--- src/rtl/debug_unit.sv ---
// debug_unit
//   Command processor sitting between the host UART byte interface and the
//   mips core. It decodes single-byte host commands, loads programs into
//   instruction memory, controls run mode (continuous / step / halted) and
//   streams pipeline latches and the register file back to the host. Every
//   completed command is acknowledged with the byte 'R' (0x52).
//
// Ports
//   i_clk, i_rst        clock, asynchronous active-high reset
//   i_rx_data/valid     received host byte, valid for one cycle
//   o_tx_data/start     byte to transmit, one-cycle start pulse
//   i_tx_done           transmitter finished the current byte
//   o_imem_we/addr/data instruction memory write port
//   o_cpu_rst           holds the core in reset during a program load
//   o_stall             1 = pipeline frozen
//   o_reg_addr          register file read address
//   i_reg_data          register file read data (combinational)
//   i_if_id .. i_mem_wb pipeline latch contents for dumping
module debug_unit #(
  parameter int SIZE            = 32,
  parameter int IF_ID_SIZE      = 64,
  parameter int ID_EX_SIZE      = 129,
  parameter int EX_MEM_SIZE     = 78,
  parameter int MEM_WB_SIZE     = 72,
  parameter int NUM_REGISTERS   = 32,
  parameter int MAX_INSTRUCTION = 64,
  parameter int ADDR_WIDTH      = $clog2(MAX_INSTRUCTION)
) (
  input  logic                   i_clk,
  input  logic                   i_rst,
  input  logic [7:0]             i_rx_data,
  input  logic                   i_rx_valid,
  output logic [7:0]             o_tx_data,
  output logic                   o_tx_start,
  input  logic                   i_tx_done,
  output logic                   o_imem_we,
  output logic [ADDR_WIDTH-1:0]  o_imem_addr,
  output logic [SIZE-1:0]        o_imem_data,
  output logic                   o_cpu_rst,
  output logic                   o_stall,
  output logic [4:0]             o_reg_addr,
  input  logic [SIZE-1:0]        i_reg_data,
  input  logic [IF_ID_SIZE-1:0]  i_if_id,
  input  logic [ID_EX_SIZE-1:0]  i_id_ex,
  input  logic [EX_MEM_SIZE-1:0] i_ex_mem,
  input  logic [MEM_WB_SIZE-1:0] i_mem_wb
);

  localparam logic [7:0] CMD_CONT  = 8'h08;
  localparam logic [7:0] CMD_STEPM = 8'h11;
  localparam logic [7:0] CMD_RUN   = 8'h0D;
  localparam logic [7:0] CMD_HALT  = 8'h0B;
  localparam logic [7:0] CMD_STEP  = 8'h0A;
  localparam logic [7:0] CMD_LOAD  = 8'h07;
  localparam logic [7:0] CMD_REGS  = 8'h01;
  localparam logic [7:0] CMD_IF_ID = 8'h02;
  localparam logic [7:0] CMD_ID_EX = 8'h03;
  localparam logic [7:0] CMD_EX_MEM = 8'h04;
  localparam logic [7:0] CMD_MEM_WB = 8'h05;
  localparam logic [7:0] ACK_BYTE  = 8'h52;

  localparam int IF_ID_BYTES  = (IF_ID_SIZE + 7) / 8;
  localparam int ID_EX_BYTES  = (ID_EX_SIZE + 7) / 8;
  localparam int EX_MEM_BYTES = (EX_MEM_SIZE + 7) / 8;
  localparam int MEM_WB_BYTES = (MEM_WB_SIZE + 7) / 8;
  localparam int MAX_A        = (IF_ID_BYTES > ID_EX_BYTES) ? IF_ID_BYTES : ID_EX_BYTES;
  localparam int MAX_B        = (EX_MEM_BYTES > MEM_WB_BYTES) ? EX_MEM_BYTES : MEM_WB_BYTES;
  localparam int SNAP_BYTES   = (MAX_A > MAX_B) ? MAX_A : MAX_B;
  localparam int SNAP_BITS    = SNAP_BYTES * 8;
  localparam int REG_BYTES    = NUM_REGISTERS * 4;
  localparam int MAX_DUMP     = (REG_BYTES > SNAP_BYTES) ? REG_BYTES : SNAP_BYTES;
  localparam int LEFT_W       = $clog2(MAX_DUMP + 1);
  localparam int CNT_W        = $clog2(MAX_INSTRUCTION + 1);

  typedef enum logic [2:0] {
    IDLE, LD_CNT, LD_WORD, LD_HALT, DUMP_BYTE, DUMP_WAIT, ACK, ACK_WAIT
  } state_t;

  state_t state_q, state_d;

  logic                 step_mode;
  logic                 run;
  logic                 step_pulse;
  logic                 dump_regs;
  logic [1:0]           reg_byte;
  logic [SNAP_BITS-1:0] snap;
  logic [LEFT_W-1:0]    dump_left;
  logic [SIZE-1:0]      shift_q;
  logic [1:0]           byte_cnt;
  logic [CNT_W-1:0]     word_idx;
  logic [CNT_W-1:0]     word_cnt;

  logic [CNT_W-1:0]     cnt_clamped;
  logic                 last_word;
  logic                 halt_fits;
  logic [7:0]           reg_byte_val;

  // The pipeline only advances when running in continuous mode, or for the
  // single cycle granted by a step command.
  assign o_stall = ~(run & ~step_mode) & ~step_pulse;

  assign cnt_clamped  = (int'(i_rx_data) > MAX_INSTRUCTION) ? CNT_W'(MAX_INSTRUCTION)
                                                            : CNT_W'(i_rx_data);
  assign last_word    = (word_idx + CNT_W'(1)) == word_cnt;
  // A full memory leaves no address for the zero halt marker, so it is skipped.
  assign halt_fits    = word_cnt < CNT_W'(MAX_INSTRUCTION);
  assign reg_byte_val = i_reg_data[{reg_byte, 3'b000} +: 8];

  // State register.
  always_ff @(posedge i_clk or posedge i_rst) begin
    if (i_rst) state_q <= IDLE;
    else       state_q <= state_d;
  end

  // Next-state logic; unknown command bytes leave the FSM in IDLE.
  always_comb begin
    state_d = state_q;
    case (state_q)
      IDLE: begin
        if (i_rx_valid) begin
          case (i_rx_data)
            CMD_CONT, CMD_STEPM, CMD_RUN, CMD_HALT, CMD_STEP: state_d = ACK;
            CMD_LOAD: state_d = LD_CNT;
            CMD_REGS, CMD_IF_ID, CMD_ID_EX, CMD_EX_MEM, CMD_MEM_WB: state_d = DUMP_BYTE;
            default: state_d = IDLE;
          endcase
        end
      end
      LD_CNT: if (i_rx_valid) state_d = (i_rx_data == 8'd0) ? ACK : LD_WORD;
      LD_WORD: begin
        if (i_rx_valid && byte_cnt == 2'd3 && last_word)
          state_d = halt_fits ? LD_HALT : ACK;
      end
      LD_HALT:   state_d = ACK;
      DUMP_BYTE: state_d = DUMP_WAIT;
      DUMP_WAIT: if (i_tx_done) state_d = (dump_left == LEFT_W'(1)) ? ACK : DUMP_BYTE;
      ACK:       state_d = ACK_WAIT;
      ACK_WAIT:  if (i_tx_done) state_d = IDLE;
      default:   state_d = IDLE;
    endcase
  end

  // Datapath: run control, program loading, dump sequencing and TX bytes.
  // Latch dumps shift a zero-extended snapshot right one byte per transmitted
  // byte, so the unused high bits of the last byte naturally go out as zero.
  always_ff @(posedge i_clk or posedge i_rst) begin
    if (i_rst) begin
      step_mode   <= 1'b0;
      run         <= 1'b0;
      step_pulse  <= 1'b0;
      dump_regs   <= 1'b0;
      reg_byte    <= '0;
      snap        <= '0;
      dump_left   <= '0;
      shift_q     <= '0;
      byte_cnt    <= '0;
      word_idx    <= '0;
      word_cnt    <= '0;
      o_tx_data   <= '0;
      o_tx_start  <= 1'b0;
      o_imem_we   <= 1'b0;
      o_imem_addr <= '0;
      o_imem_data <= '0;
      o_cpu_rst   <= 1'b0;
      o_reg_addr  <= '0;
    end else begin
      o_tx_start <= 1'b0;
      o_imem_we  <= 1'b0;
      step_pulse <= 1'b0;
      case (state_q)
        IDLE: begin
          if (i_rx_valid) begin
            case (i_rx_data)
              CMD_CONT:  step_mode <= 1'b0;
              CMD_STEPM: begin
                step_mode <= 1'b1;
                run       <= 1'b0;
              end
              CMD_RUN:   run <= 1'b1;
              CMD_HALT:  run <= 1'b0;
              CMD_STEP:  step_pulse <= step_mode & run;
              CMD_LOAD: begin
                o_cpu_rst <= 1'b1;
                run       <= 1'b0;
              end
              CMD_REGS: begin
                dump_regs  <= 1'b1;
                o_reg_addr <= '0;
                reg_byte   <= '0;
                dump_left  <= LEFT_W'(REG_BYTES);
              end
              CMD_IF_ID: begin
                dump_regs <= 1'b0;
                snap      <= SNAP_BITS'(i_if_id);
                dump_left <= LEFT_W'(IF_ID_BYTES);
              end
              CMD_ID_EX: begin
                dump_regs <= 1'b0;
                snap      <= SNAP_BITS'(i_id_ex);
                dump_left <= LEFT_W'(ID_EX_BYTES);
              end
              CMD_EX_MEM: begin
                dump_regs <= 1'b0;
                snap      <= SNAP_BITS'(i_ex_mem);
                dump_left <= LEFT_W'(EX_MEM_BYTES);
              end
              CMD_MEM_WB: begin
                dump_regs <= 1'b0;
                snap      <= SNAP_BITS'(i_mem_wb);
                dump_left <= LEFT_W'(MEM_WB_BYTES);
              end
              default: ;
            endcase
          end
        end
        LD_CNT: begin
          if (i_rx_valid) begin
            word_cnt <= cnt_clamped;
            word_idx <= '0;
            byte_cnt <= '0;
          end
        end
        LD_WORD: begin
          if (i_rx_valid) begin
            shift_q  <= {i_rx_data, shift_q[SIZE-1:8]};
            byte_cnt <= byte_cnt + 2'd1;
            if (byte_cnt == 2'd3) begin
              o_imem_we   <= 1'b1;
              o_imem_addr <= ADDR_WIDTH'(word_idx);
              o_imem_data <= {i_rx_data, shift_q[SIZE-1:8]};
              word_idx    <= word_idx + CNT_W'(1);
            end
          end
        end
        LD_HALT: begin
          o_imem_we   <= 1'b1;
          o_imem_addr <= ADDR_WIDTH'(word_cnt);
          o_imem_data <= '0;
        end
        DUMP_BYTE: begin
          o_tx_start <= 1'b1;
          o_tx_data  <= dump_regs ? reg_byte_val : snap[7:0];
        end
        DUMP_WAIT: begin
          if (i_tx_done) begin
            dump_left <= dump_left - LEFT_W'(1);
            if (dump_regs) begin
              reg_byte <= reg_byte + 2'd1;
              if (reg_byte == 2'd3) o_reg_addr <= o_reg_addr + 5'd1;
            end else begin
              snap <= snap >> 8;
            end
          end
        end
        ACK: begin
          o_tx_start <= 1'b1;
          o_tx_data  <= ACK_BYTE;
          o_cpu_rst  <= 1'b0;
        end
        default: ;
      endcase
    end
  end

endmodule

--- config.mk ---
export PLATFORM = sky130hd
export DESIGN_NAME = debug_unit
export DESIGN_NICKNAME = d
export VERILOG_FILES = /design/src/rtl/debug_unit.sv
export SDC_FILE = /design/constraint.sdc
export NUM_CORES = 1
export LEC_CHECK = 0
export ABC_AREA = 1
export CAP_MARGIN = 20
export CORE_MARGIN = 4
export CORE_UTILIZATION = 45
export DETAILED_ROUTE_END_ITERATION = 8
export PLACE_DENSITY = 0.8
export SLEW_MARGIN = 0
export SYNTH_ARGS = -nofsm -noshare
export SYNTH_HDL_FRONTEND = slang
export SYNTH_SLANG_ARGS = --single-unit
--- constraint.sdc ---
create_clock -name i_clk -period 17.35 [get_ports i_clk]
set_input_delay 5.205 -clock i_clk [delete_from_list [all_inputs] [get_ports i_clk]]
set_output_delay 5.205 -clock i_clk [all_outputs]
set_load 0.01 [all_outputs]
# Yosys cells after proc, flatten, opt, wreduce, memory -nomap -nowiden
# Memories as Yosys holds them, arrays and structs flattened.
# Index checks and enable logic that the tools add are counted.
[classes]
add_sub_neg = 5
mul = 0
div = 0
magnitude_cmp = 2
n_eq_ne = 36
shifts = 1
muxes = 59
bitwise_logic = 6
reduce_logical = 30
[ops]
columns = ["operator", "n"]
rows = [
  ["$pmux 136 s4", 1],
  ["$mux 136", 3],
  ["$pmux 136 s2", 1],
  ["$mux 32", 2],
  ["$pmux 32 s2", 1],
  ["$pmux 8 s5", 1],
  ["$eq 8x4->1 const B", 4],
  ["$pmux 8 s2", 2],
  ["$shiftx 32x6->8", 1],
  ["$mux 7", 4],
  ["$mux 5", 5],
  ["$eq 8x3->1 const B", 3],
  ["$mux 3", 8],
  ["$mux 8", 3],
  ["$pmux 3 s8", 1],
  ["$ne 2x2->1 const B", 10],
  ["$reduce_and 3->1", 6],
  ["$eq 8x1->1 const B", 2],
  ["$eq 8x2->1 const B", 2],
  ["$reduce_bool 2->1", 8],
  ["$reduce_and 5->1", 3],
  ["$mux 2", 7],
  ["$pmux 7 s2", 1],
  ["$eq 3x3->1 const B", 4],
  ["other kinds (31)", 56],
]
[word_totals]
ff_bits = 255
latch_bits = 0
ram_bits = 0
rom_bits = 96
inputBits = 387
output_inout_bits = 55
word_cells = 159
memories = 1
[memory_table]
columns = ["name", "words", "word_bits", "rd", "rd_ports_with_merged_regs", "wr", "line_no", "text"]
rows = [
  ["(name not given)", 32, 3, 1, 0, 0, "121", "case (i_rx_data)"],
]

# Depth between registers and ports, before layout
[depth]
word_depth = 5
depth_mapped = 14
ltp_nobuf = 14

# Worst setup path before layout
# OpenSTA, ideal clock, no wires.
[synth_timing]
path_type = "in2reg"
from = "input port i_rx_data[1]"
to = "register snap[10]"
setup_time_ns = 0.123
arrival_ns = 6.557
t_required_ns = 17.227
path_slack_ns = 10.670
path_stages = 13
n_path_buf = 3
path_cell_list = "buf_4 -> clkinv_1 -> nand2_1 -> nor2_4 -> nand2_1 -> nand2_1 -> nor2_2 -> buf_2 -> buf_2 -> nand3_1 -> nand3_1 -> o21ai_0 -> nand2_1"
[synth_between]
elab_chain_len = 4
word_cells_on_any_way = 9
classes_between = "5 x eq/ne; 3 x mux; 1 x reduce/logical"
[synth_lines]
columns = ["item", "line_no", "text"]
rows = [
  ["start: declaration", "31", "input logic [7:0] i_rx_data,"],
  ["$eq 8x3->1 or $eq 8x2->1 (tied branches)", "173", "case (i_rx_data)"],
  ["$pmux 136 s4", "173", ""],
  ["$mux 136", "172", "if (i_rx_valid) begin"],
  ["$pmux 136 s2", "170", "case (state_q)"],
  ["end signal: assignment", "194", "snap <= SNAP_BITS'(i_if_id);"],
  ["end signal: assignment", "199", "snap <= SNAP_BITS'(i_id_ex);"],
  ["end signal: assignment", "204", "snap <= SNAP_BITS'(i_ex_mem);"],
  ["end: declaration", "86", "logic [SNAP_BITS-1:0] snap;"],
]
# Several ways; a longest one is shown, not always the timed one. The select of a mux whose other input is x is not followed.
# A chain may end at the register's enable or synchronous reset.

# Worst setup path after layout
[layout_timing]
from = "input port i_rx_data[3]"
to = "register snap[46]"
# Same word-level chain as after synthesis.

==> flow_summary_export.csv <==
group,metric,value,unit
status,status,"complete, no violations",
placed_design,routabilityCongestion,0.935,
grt,antenna_found_initial,11,
sta,fmax,105,MHz
sta,worst_pin_slew,1110,ps
grt,grt_overflow,0,
flow_run,drv_cap,0,
placed_design,dp_slack,7460,ps
layout,nFillCells,2635,
yosys,synth-simple-area-share,32.5,%
yosys,synth_mux_area_share,0.148,%
sta,layout_setup_ws,7860,ps
yosys,synth-edff-count,0,
setup_path,rr_worst_depth,9,
setup_path,crit_arrival,9960,ps
sta,slew_viol_final,0,
pwr,p_leak,8.40,nW
layout,layout-drive-gt1-share,3.94,%
route,detail-route-antenna-nets,0,
layout,final_cell_mix,"nand2_1 (639), clkdlybuf4s50_1 (441), dfrtp_1 (240), nand3_1 (217), o21ai_0 (170)",
route,wl,52.5,mm
setup_path,crit_type,"in2reg",
route,wl_met3,4.30,mm
die,start_util,45.7,%
setup_path,crit_end,"snap[46]",
setup_path,critPathCaptureType,"register",
setup_path,reg2reg_slack,13710,ps
die,rows,63,
setup_path,required,17820,ps
pwr,p_seq_share,38.1,%
min_path,min_path_type,"reg2reg",
placed_design,portBuffers,441,
die,ios,442,
yosys,ys_warn_count,0,
die,die_w,182,um
pwr,combPwrFrac,36.1,%
clock_tree,cts_hold_buffers,0,
clock_tree,h-tree-depth,1,
die,design.core.area,29700,sq um
layout,nets,2611,
layout,area_growth,39.5,%
route,dr.pass1.iters,6,
route,dr.max_layer_used,"met5",
sta,layout_min_cycle_time,9490,ps
yosys,synth_top_cell_by_area,"dfrtp_1",
layout,postLayoutCoreUtil,63.7,%
route,met1_length,21.0,mm
yosys,synth_xor_xnor_area_share,0.452,%
pwr,p_int,1.35,mW
route,wl_per_cell,19.9,um
sta,setup_viol,0,
die,dieArea,33000,sq um
pwr,vdd_drop_max,80.1,uV
grt,grt_pass1_vias,14200,
route,first_iter_violations,1677,
route,drc_errors,0,
clock_tree,cts_buffers,27,
sta,hold_viol,0,
setup_path,start_kind,"input port",
yosys,ys_seq_elements,240,
yosys,synth_async_sr_flop_share,100,%
yosys,synth_area,13600,sq um
clock_tree,cts_root_buffer,"clkbuf_16",
yosys,synthAdderAreaFrac,0.646,%
clock_tree,clk_pin_slew,60,ps
clock_tree,clock-sinks,240,
sta,max_slew_margin,26.0,%
yosys,yosysSeqAreaShare,44.3,%
yosys,synth_cell_type_count,46,
yosys,synth_compound_area_share,15.1,%
route,vias,14900,
placed_design,dpl_cell_area,18100,sq um
sta,fin_tns_setup,0,ps
setup_path,reg2reg_from,"state_q[2]",
grt,grt_max_degree,108,
route,wl_met2,25.3,mm
layout,fin_cells,2633,
clock_tree,cts_max_path_buffers,3,
pwr,swShare,37.3,%
die,die_h,182,um
route,vias_per_cell,5.66,
clock_tree,ctsResizeCount,0,
yosys,synth_top_family_by_area,"simple AND/OR/NAND/NOR gates",
sta,rsz0062_at_grt,"false",
pwr,clkPwrFrac,25.7,%
setup_path,regToRegEndpoint,"snap[46]",
sta,fin_skew,16.7,ps
yosys,synth_top_area_share,44.3,%
layout,mostFrequentLayoutCell,"nand2_1",
pwr,p_sw,806,uW
clock_tree,clock_latency,540,ps
yosys,synthCells,1861,
setup_path,cp_max_fo,95,
grt,grt_first_pass_wirelength,79.4,mm
yosys,postSynthAreaPerCell,7.29,sq um
yosys,synth.top_cells.by_area,"dfrtp_1 (44%), nand2_1 (18%), nand3_1 (8.0%), o21ai_0 (6.3%), nand4_1 (3.5%)",
placed_design,dp_hpwl,37.6,mm
clock_tree,cts_tree,"built",
sta,holdWs,480,ps
sta,post-route-period-util,54.7,%
yosys,synth-main-ff-cell,"dfrtp_1",
pwr,total_power,2.16,mW
yosys,synth_fp_nets,2255,
pwr,p_per_area,114,nW/um^2
setup_path,critical_path.startpoint,"i_rx_data[3]",
clock_tree,postCtsSetupBuffers,0,
placed_design,placed_cells,2578,
layout,stdcell_area,18900,sq um
grt,grt_usage,29.7,%
-- cell families (layout without fill, tap and decap cells) --
logic type,Yosys count,after routing
compound gates,351,351
xor+xnor,7,7
fa+ha+maj,7,7
buf+inv,219,593
flops,240,240
mux,2,2
other cells,0,8
simple gates,1035,1035
-- area by class of cell --
cell class / count / area (sq um) / area share [%]
Clock buffer: 36 / 769 / 4.07
Antenna cell: 8 / 20.0 / 0.106
Multi-Input combinational cell: 1402 / 6670 / 35.2
Tap cell: 390 / 488 / 2.58
Clock inverter: 11 / 86.3 / 0.456
Inverter: 86 / 337 / 1.78
Sequential cell: 240 / 6010 / 31.7
Timing Repair Buffer: 460 / 4560 / 24.1
-- registers in the layout, summed over array words and instances (netlist names), 2 cells and up --
signal and flops:
word_cnt 7, state_q 3, o_imem_data 32, word_idx 7, reg_byte 2, shift_q 24, byte_cnt 2, snap 129
dump_left 8, o_tx_data 8, o_reg_addr 5, o_imem_addr 6
-- Yosys cell counts, types with 7 or more instances --
library cell and n:
a21oi_1 66, clkbuf_1 73, o21ai_1 11, nand2_1 639, inv_1 79, buf_2 44, a31oi_1 18, nand4_1 76
dfrtp_1 240, nand3_1 217, a22o_1 51, ha_1 7, o22ai_1 18, o21ai_0 170, nor2_1 86
-- critical path: stages --
cell	delay, ps
clkdlybuf4s50_1	540
inv_2	150
nand2_2	90
inv_2	60
buf_4	650
nand4_2	410
nand2_1	310
nor2_4	40
buf_4	340
nand3_2	200
nand3_4	300
inv_4	340
buf_4	770
o21ai_0	280
nand2_1	110
-- worst min-delay path by stage --
stage,startpoint,end,slack [ps],cells after the start
after floorplan,snap[0],snap[0],440,2
final,shift_q[23],shift_q[15],480,2
after detailed placement,snap[102],snap[102],470,2
after CTS,snap[119],snap[119],480,2
after global placement,snap[88],snap[88],460,2
after global routing,snap[119],snap[119],490,2
-- metal layers --
metal  GRT usage [%]  up-vias
li1                -     6988
met1            39.7     7001
met2            49.1      788
met3            5.47      110
met4            9.85        6
met5               0        -
-- power groups by stage --
| stage | registers (mW) | logic, mW | clock network [mW] |
|---|---|---|---|
| floorplan | 0.818 | 0.489 | 0 |
| global placement | 0.823 | 0.756 | 0 |
| detailed placement | 0.826 | 0.777 | 0 |
| CTS | 0.820 | 0.779 | 0.563 |
| global route | 0.841 | 0.867 | 0.587 |
| finish | 0.824 | 0.781 | 0.556 |
Power figures use the tool's default switching activity.
==> edit 1 (same settings) <==
Make the reset (`i_rst`) synchronous in 2 clocked blocks. Comments in the files are not updated.
--- a/src/rtl/debug_unit.sv
+++ b/src/rtl/debug_unit.sv
@@ -107,7 +107,7 @@
   assign reg_byte_val = i_reg_data[{reg_byte, 3'b000} +: 8];
 
   // State register.
-  always_ff @(posedge i_clk or posedge i_rst) begin
+  always_ff @(posedge i_clk) begin
     if (i_rst) state_q <= IDLE;
     else       state_q <= state_d;
   end
@@ -143,7 +143,7 @@
   // Datapath: run control, program loading, dump sequencing and TX bytes.
   // Latch dumps shift a zero-extended snapshot right one byte per transmitted
   // byte, so the unused high bits of the last byte naturally go out as zero.
-  always_ff @(posedge i_clk or posedge i_rst) begin
+  always_ff @(posedge i_clk) begin
     if (i_rst) begin
       step_mode   <= 1'b0;
       run         <= 1'b0;
Behaviour: differs if i_rst is asserted again (counterexample within 4 cycles, from zero or initial values and one cycle with i_rst high); with i_rst held inactive, the same outputs for 4 cycles.
==> edit 1 against the unedited design <==
- routed wire length fell by 11%
- design area fell by 4.0%
- combinational power down 13%
- count of clock-buffer cells in the layout up 3
- hold slack lost 0.032 ns
- global-route usage shrank 1.8 points
- worst setup slack got worse by 0.49 ns
- fmax down 4.9%
- power is 5.8% lower
- sequential cell count unchanged
- synthesized area decreased by 4.8%
- final cell count grew 4.1%
- non-clock buffer count is 3 lower
- critical endpoint is now snap[39]$_SDFFE_PP0P_
- highest routed layer is now met4
==> edit 1: results (changes against the unedited design) <==
cts_made_buffers: 26  # was 27
drt_wl_total_mm: 46.8  # was 52.5 mm
clkTransAtPathRegs_ns: 0.06  # about the same
ys_async_sr_fraction_pct: 0  # was 100%
r2r-start: "state_q[1]$_SDFFE_PP0P_"  # was state_q[2]$_DFFE_PP0P_
ir_drop_mv: 0.104  # was 0.0801 mV
cts_root_buf: "clkbuf_16"  # unchanged
grt_pass1_vias: 14495  # was 14182
min_from: "snap[119]$_SDFFE_PP0P_"  # was shift_q[23]$_DFFE_PP0P_
synth.top_cells.by_count: "nand2_1 (505), nand3_1 (259), dfxtp_1 (240)"  # was nand2_1 (639), dfrtp_1 (240), nand3_1 (217)
synthTopCellsByArea: "dfxtp_1 (37%), nand2_1 (15%), nand3_1 (10%)"  # was dfrtp_1 (44%), nand2_1 (18%), nand3_1 (8.0%)
antenna_found_initial: 2  # was 11
place.gp.congestion: 0.954  # was 0.935
top_regs: "snap x129, o_imem_data x32, shift_q x24"  # unchanged
grt_max_degree: 117  # was 108
critical-path-max-stage-delay_ns: 0.75  # was 0.77 ns
grt_pass1_wl_mm: 73.1  # was 79.4 mm
hpwl_mm: 33.0  # was 37.6 mm
worstRegToRegCells: 14  # was 9
syn_nets: 2407  # was 2255
drt_iter0_drc: 1418  # was 1677
cp_top_family: "buffers and inverters"  # unchanged
grt.total_usage_pct: 27.9  # was 29.7%
dr.pass1.iters: 8  # was 6
crit_path_end: "snap[39]$_SDFFE_PP0P_"  # was snap[46]$_DFFE_PP0P_
clk_latency_ns: 0.53
ys_types: 37  # was 46
rrSetupSlack_ns: 13.50  # was 13.71 ns
whs_endpoint: "snap[119]$_SDFFE_PP0P_"  # was shift_q[15]$_DFFE_PP0P_
worstHoldPathCells: 2  # unchanged
fill_cells: 2547  # was 2635
crit_path_max_fanout: 100  # was 95
syn_inst: 2013  # was 1861
placedCellCount: 2693  # was 2578
seq_area_frac_synth_pct: 37.2  # was 44.3%
ys.flop_type: "dfxtp_1"  # was dfrtp_1
via_count: 15105  # was 14893
power_leakage_nw: 6.80  # was 8.40 nW
drive_above_1_share_pct: 4.02  # was 3.94%
post_drt_wl_per_cell_um: 17.1  # was 19.9 µm
outcome: "finished clean"  # unchanged
worstMarginPinSlew_ns: 0.964  # was 1.11 ns
crit_path_start: "i_rx_data[7]"  # was i_rx_data[3]
holdWs_ns: 0.448  # was 0.480 ns
arrival_ns: 10.42  # was 9.96 ns
fin_skew_ns: 0.0186  # was 0.0167 ns
## edit 1: changes by cell type after synthesis, sizes merged, moves of 16 or more
cell | unedited run | this run
clkbuf | 76 | 92
nand2 | 640 | 506
o21ai | 183 | 205
nor2 | 92 | 209
dfrtp | 240 | 0
a22o | 51 | 0
nand3 | 219 | 260
a31oi | 18 | 2
a21oi | 67 | 211
dfxtp | 0 | 240
## edit 1: cell families (layout without fill, tap and decap cells)
family	after synthesis	in the layout	share of synthesized area [%]
DFF	240	240	37.2
other	0	1	0
and+or+nand+nor	1065	1065	35.6
adders and majority gates	7	7	0.678
xor gates and xnor gates	10	10	0.784
buffers and inverters	248	597	8.06
AOI/OAI and AO/OA	443	443	17.7
## edit 1: metal layers
layer  part of all wire, %  global-route usage [%]  vias to the layer above
li1                      -                       -                     7423
met1                    40                    35.1                     6916
met2                    48                    47.3                      641
met3                   8.2                    5.88                      125
met4                   3.9                    10.1                        0
met5                     0                       0                        -
## edit 1: metrics by stage
stage	setup WS, ns	cell area (µm²)
floorplan	10.60	12900
global placement	7.06	17300
detailed placement	6.91	17300
CTS	7.43	18100
global route	6.84	18200
finish	7.38	18200
## edit 1: power breakdown
part           switching, mW  leakage (nW)  internal (mW)
clock network          0.217         0.417          0.323
registers             0.0855          1.95          0.728
logic                  0.420          4.43          0.263
total                  0.722          6.80           1.31
## edit 1: cell type report
class	instances	area (µm²)	area share, %
Antenna cell	1	2.50	0.0138
Clock buffer	39	781	4.30
Clock inverter	6	55.1	0.303
Inverter	95	364	2.00
Multi-Input combinational cell	1525	7110	39.2
Sequential cell	240	4800	26.5
Tap cell	378	473	2.60
Timing Repair Buffer	457	4570	25.2
==> edit 2 (same settings) <==
Without the edit above. The parameter `EX_MEM_SIZE` goes from 78 to 156.
--- a/src/rtl/debug_unit.sv
+++ b/src/rtl/debug_unit.sv
@@ -20,7 +20,7 @@
   parameter int SIZE            = 32,
   parameter int IF_ID_SIZE      = 64,
   parameter int ID_EX_SIZE      = 129,
-  parameter int EX_MEM_SIZE     = 78,
+  parameter int EX_MEM_SIZE     = 156,
   parameter int MEM_WB_SIZE     = 72,
   parameter int NUM_REGISTERS   = 32,
   parameter int MAX_INSTRUCTION = 64,
Ports: changed (resized i_ex_mem); port bits go from 442 to 520. The function was not compared with the original's and may differ.
==> edit 2 against the unedited design <==
- synthesized cell count up 30%
- critical endpoint is now snap[76]$_DFFE_PP0P_
- via count up 16%
- sequential cell count up 27
- design area up 17%
- synthesized area up 18%
- final cell count up 26%
- largest cell class unchanged
- global-route usage down 1.2 points
- power up 13%
- register-to-register slack better by 0.24 ns
- clock skew down 0.0013 ns
- routed wire length up 11%
- worst setup slack better by 0.19 ns
- critical path type unchanged
==> edit 2: results (changes against the unedited design) <==
ys.flop_type: "dfrtp_1"  # unchanged
place.gp.congestion: 0.931  # was 0.935
p_switching_mw: 0.926  # was 0.806 mW
synthTopCellsByArea: "dfrtp_1 (42%), nand2_1 (22%), nor2_1 (7.0%)"  # was dfrtp_1 (44%), nand2_1 (18%), nand3_1 (8.0%)
cts_max_level: 1  # unchanged
fin_skew_ns: 0.0154  # was 0.0167 ns
grt.total_usage_pct: 28.5  # was 29.7%
fin_nets: 3312  # was 2611
worstHoldPathCells: 2  # unchanged
drive_above_1_share_pct: 3.39  # was 3.94%
clk_latency_ns: 0.54  # about the same
cts_made_buffers: 29  # was 27
grt_pass1_wl_mm: 89.9  # was 79.4 mm
worst_hold_path_type: "reg -> reg"  # unchanged
pre_cts_ws_ns: 7.28  # was 7.46 ns
grt_max_degree: 134  # was 108
ys_async_sr_fraction_pct: 100  # unchanged
arrival_ns: 9.77  # was 9.96 ns
outcome: "finished clean"  # unchanged
synth.top_cells.by_count: "nand2_1 (926), nor2_1 (298), dfrtp_1 (267)"  # was nand2_1 (639), dfrtp_1 (240), nand3_1 (217)
clk_path_buf_depth: 3  # unchanged
post_cts_buffers: 0  # unchanged
drt_iter0_drc: 1463  # was 1677
post_drt_wl_per_cell_um: 17.6  # was 19.9 µm
cts_resized: 0  # unchanged
slew-limit-headroom_pct: 32.7  # was 26.0%
grt_pass1_vias: 16619  # was 14182
syn_nets: 2883  # was 2255
post_drt_via_cell_ratio: 5.20  # was 5.66
power_leakage_nw: 11.0  # was 8.40 nW
ys_types: 43  # was 46
final_hold_viol_count: 0  # unchanged
ir_drop_mv: 0.0907  # was 0.0801 mV
crit_path_max_fanout: 105  # was 95
placed_cell_area_um2: 21300  # was 18100 µm²
cts_root_buf: "clkbuf_16"  # unchanged
worstRegToRegCells: 10  # was 9
fill_cells: 3087  # was 2635
top_regs: "snap x156, o_imem_data x32, shift_q x24"  # was snap x129, o_imem_data x32, shift_q x24
hpwl_mm: 43.6  # was 37.6 mm
antenna_found_initial: 5  # was 11
numPortBuffers: 519  # was 441
dr.pass1.iters: 5  # was 6
seq_area_frac_synth_pct: 41.7  # was 44.3%
clkTransAtPathRegs_ns: 0.06  # about the same
yosysWarnings: 0  # unchanged
==> edit 2: kinds of logic (layout without fill, tap and decap cells) <==
family | after synthesis | count (layout) | synth area share (%)
adders and majority gates | 7 | 7 | 0.547
DFF | 267 | 267 | 41.7
xor gates and xnor gates | 10 | 10 | 0.633
buffers and inverters | 349 | 800 | 9.21
other | 0 | 2 | 0
AOI/OAI and AO/OA | 310 | 310 | 10.9
and+or+nand+nor | 1468 | 1468 | 37.0
==> edit 2: worst max-delay path: stages <==
cell	delay (ns)
clkdlybuf4s50_1	0.47
nor2_1	0.12
nand2_1	0.13
nor2_4	0.12
buf_4	0.46
buf_4	0.76
nand2_1	0.24
nor2_4	0.44
nor2_2	0.09
nand3_1	0.21
nand2_8	0.36
inv_4	0.44
buf_16	0.36
o21ai_0	0.17
nand2_1	0.09
==> edit 2: power groups by stage <==
stage,logic [mW],registers [mW],clock network (mW)
finish,0.933,0.905,0.597
global route,1.05,0.923,0.632
detailed placement,0.913,0.910,0
floorplan,0.624,0.899,0
CTS,0.922,0.901,0.607
global placement,0.887,0.901,0
==> edit 2: layout make-up <==
cell class                 count  area share [%]
antenna                        2          0.0225
clock buffer                  42            3.76
clock inverter                11           0.389
inverter                     211            3.63
multi-input combinational   1795            35.5
sequential                   267            30.1
tap                          455            2.56
timing repair buffer         536            24.0
==> edit 2: worst paths after layout <==
check                                                 to  slack (ns)                    from
worst max-delay path                snap[76]$_DFFE_PP0P_        8.05            i_rx_data[7]
min in group asynchronous          snap[153]$_DFFE_PP0P_        5.21                   i_rst
max in group asynchronous       dump_left[3]$_DFFE_PP0P_        9.84                   i_rst
worst max register to register      snap[76]$_DFFE_PP0P_       13.95  state_q[2]$_DFFE_PP0P_
worst min register to register       snap[2]$_DFFE_PP0P_        0.48     snap[2]$_DFFE_PP0P_
worst min-delay path                 snap[2]$_DFFE_PP0P_        0.48     snap[2]$_DFFE_PP0P_
==> edit 2: metal layers <==
layer  wire length, µm  GRT usage [%]  vias up
met5                41              0        -
met4              1340           5.75        6
met3              4220           4.41       80
met2             29200           50.3      708
met1             23800           37.6     8040
li1                  -              -     8427
==> edit 2: per-stage QoR <==
stage	utilization, %	cells
after global placement	61.1	3263
after global routing	63.8	3319
after detailed placement	61.1	3263
after floorplan	-	2411
after CTS	63.8	3316
final	63.8	3319
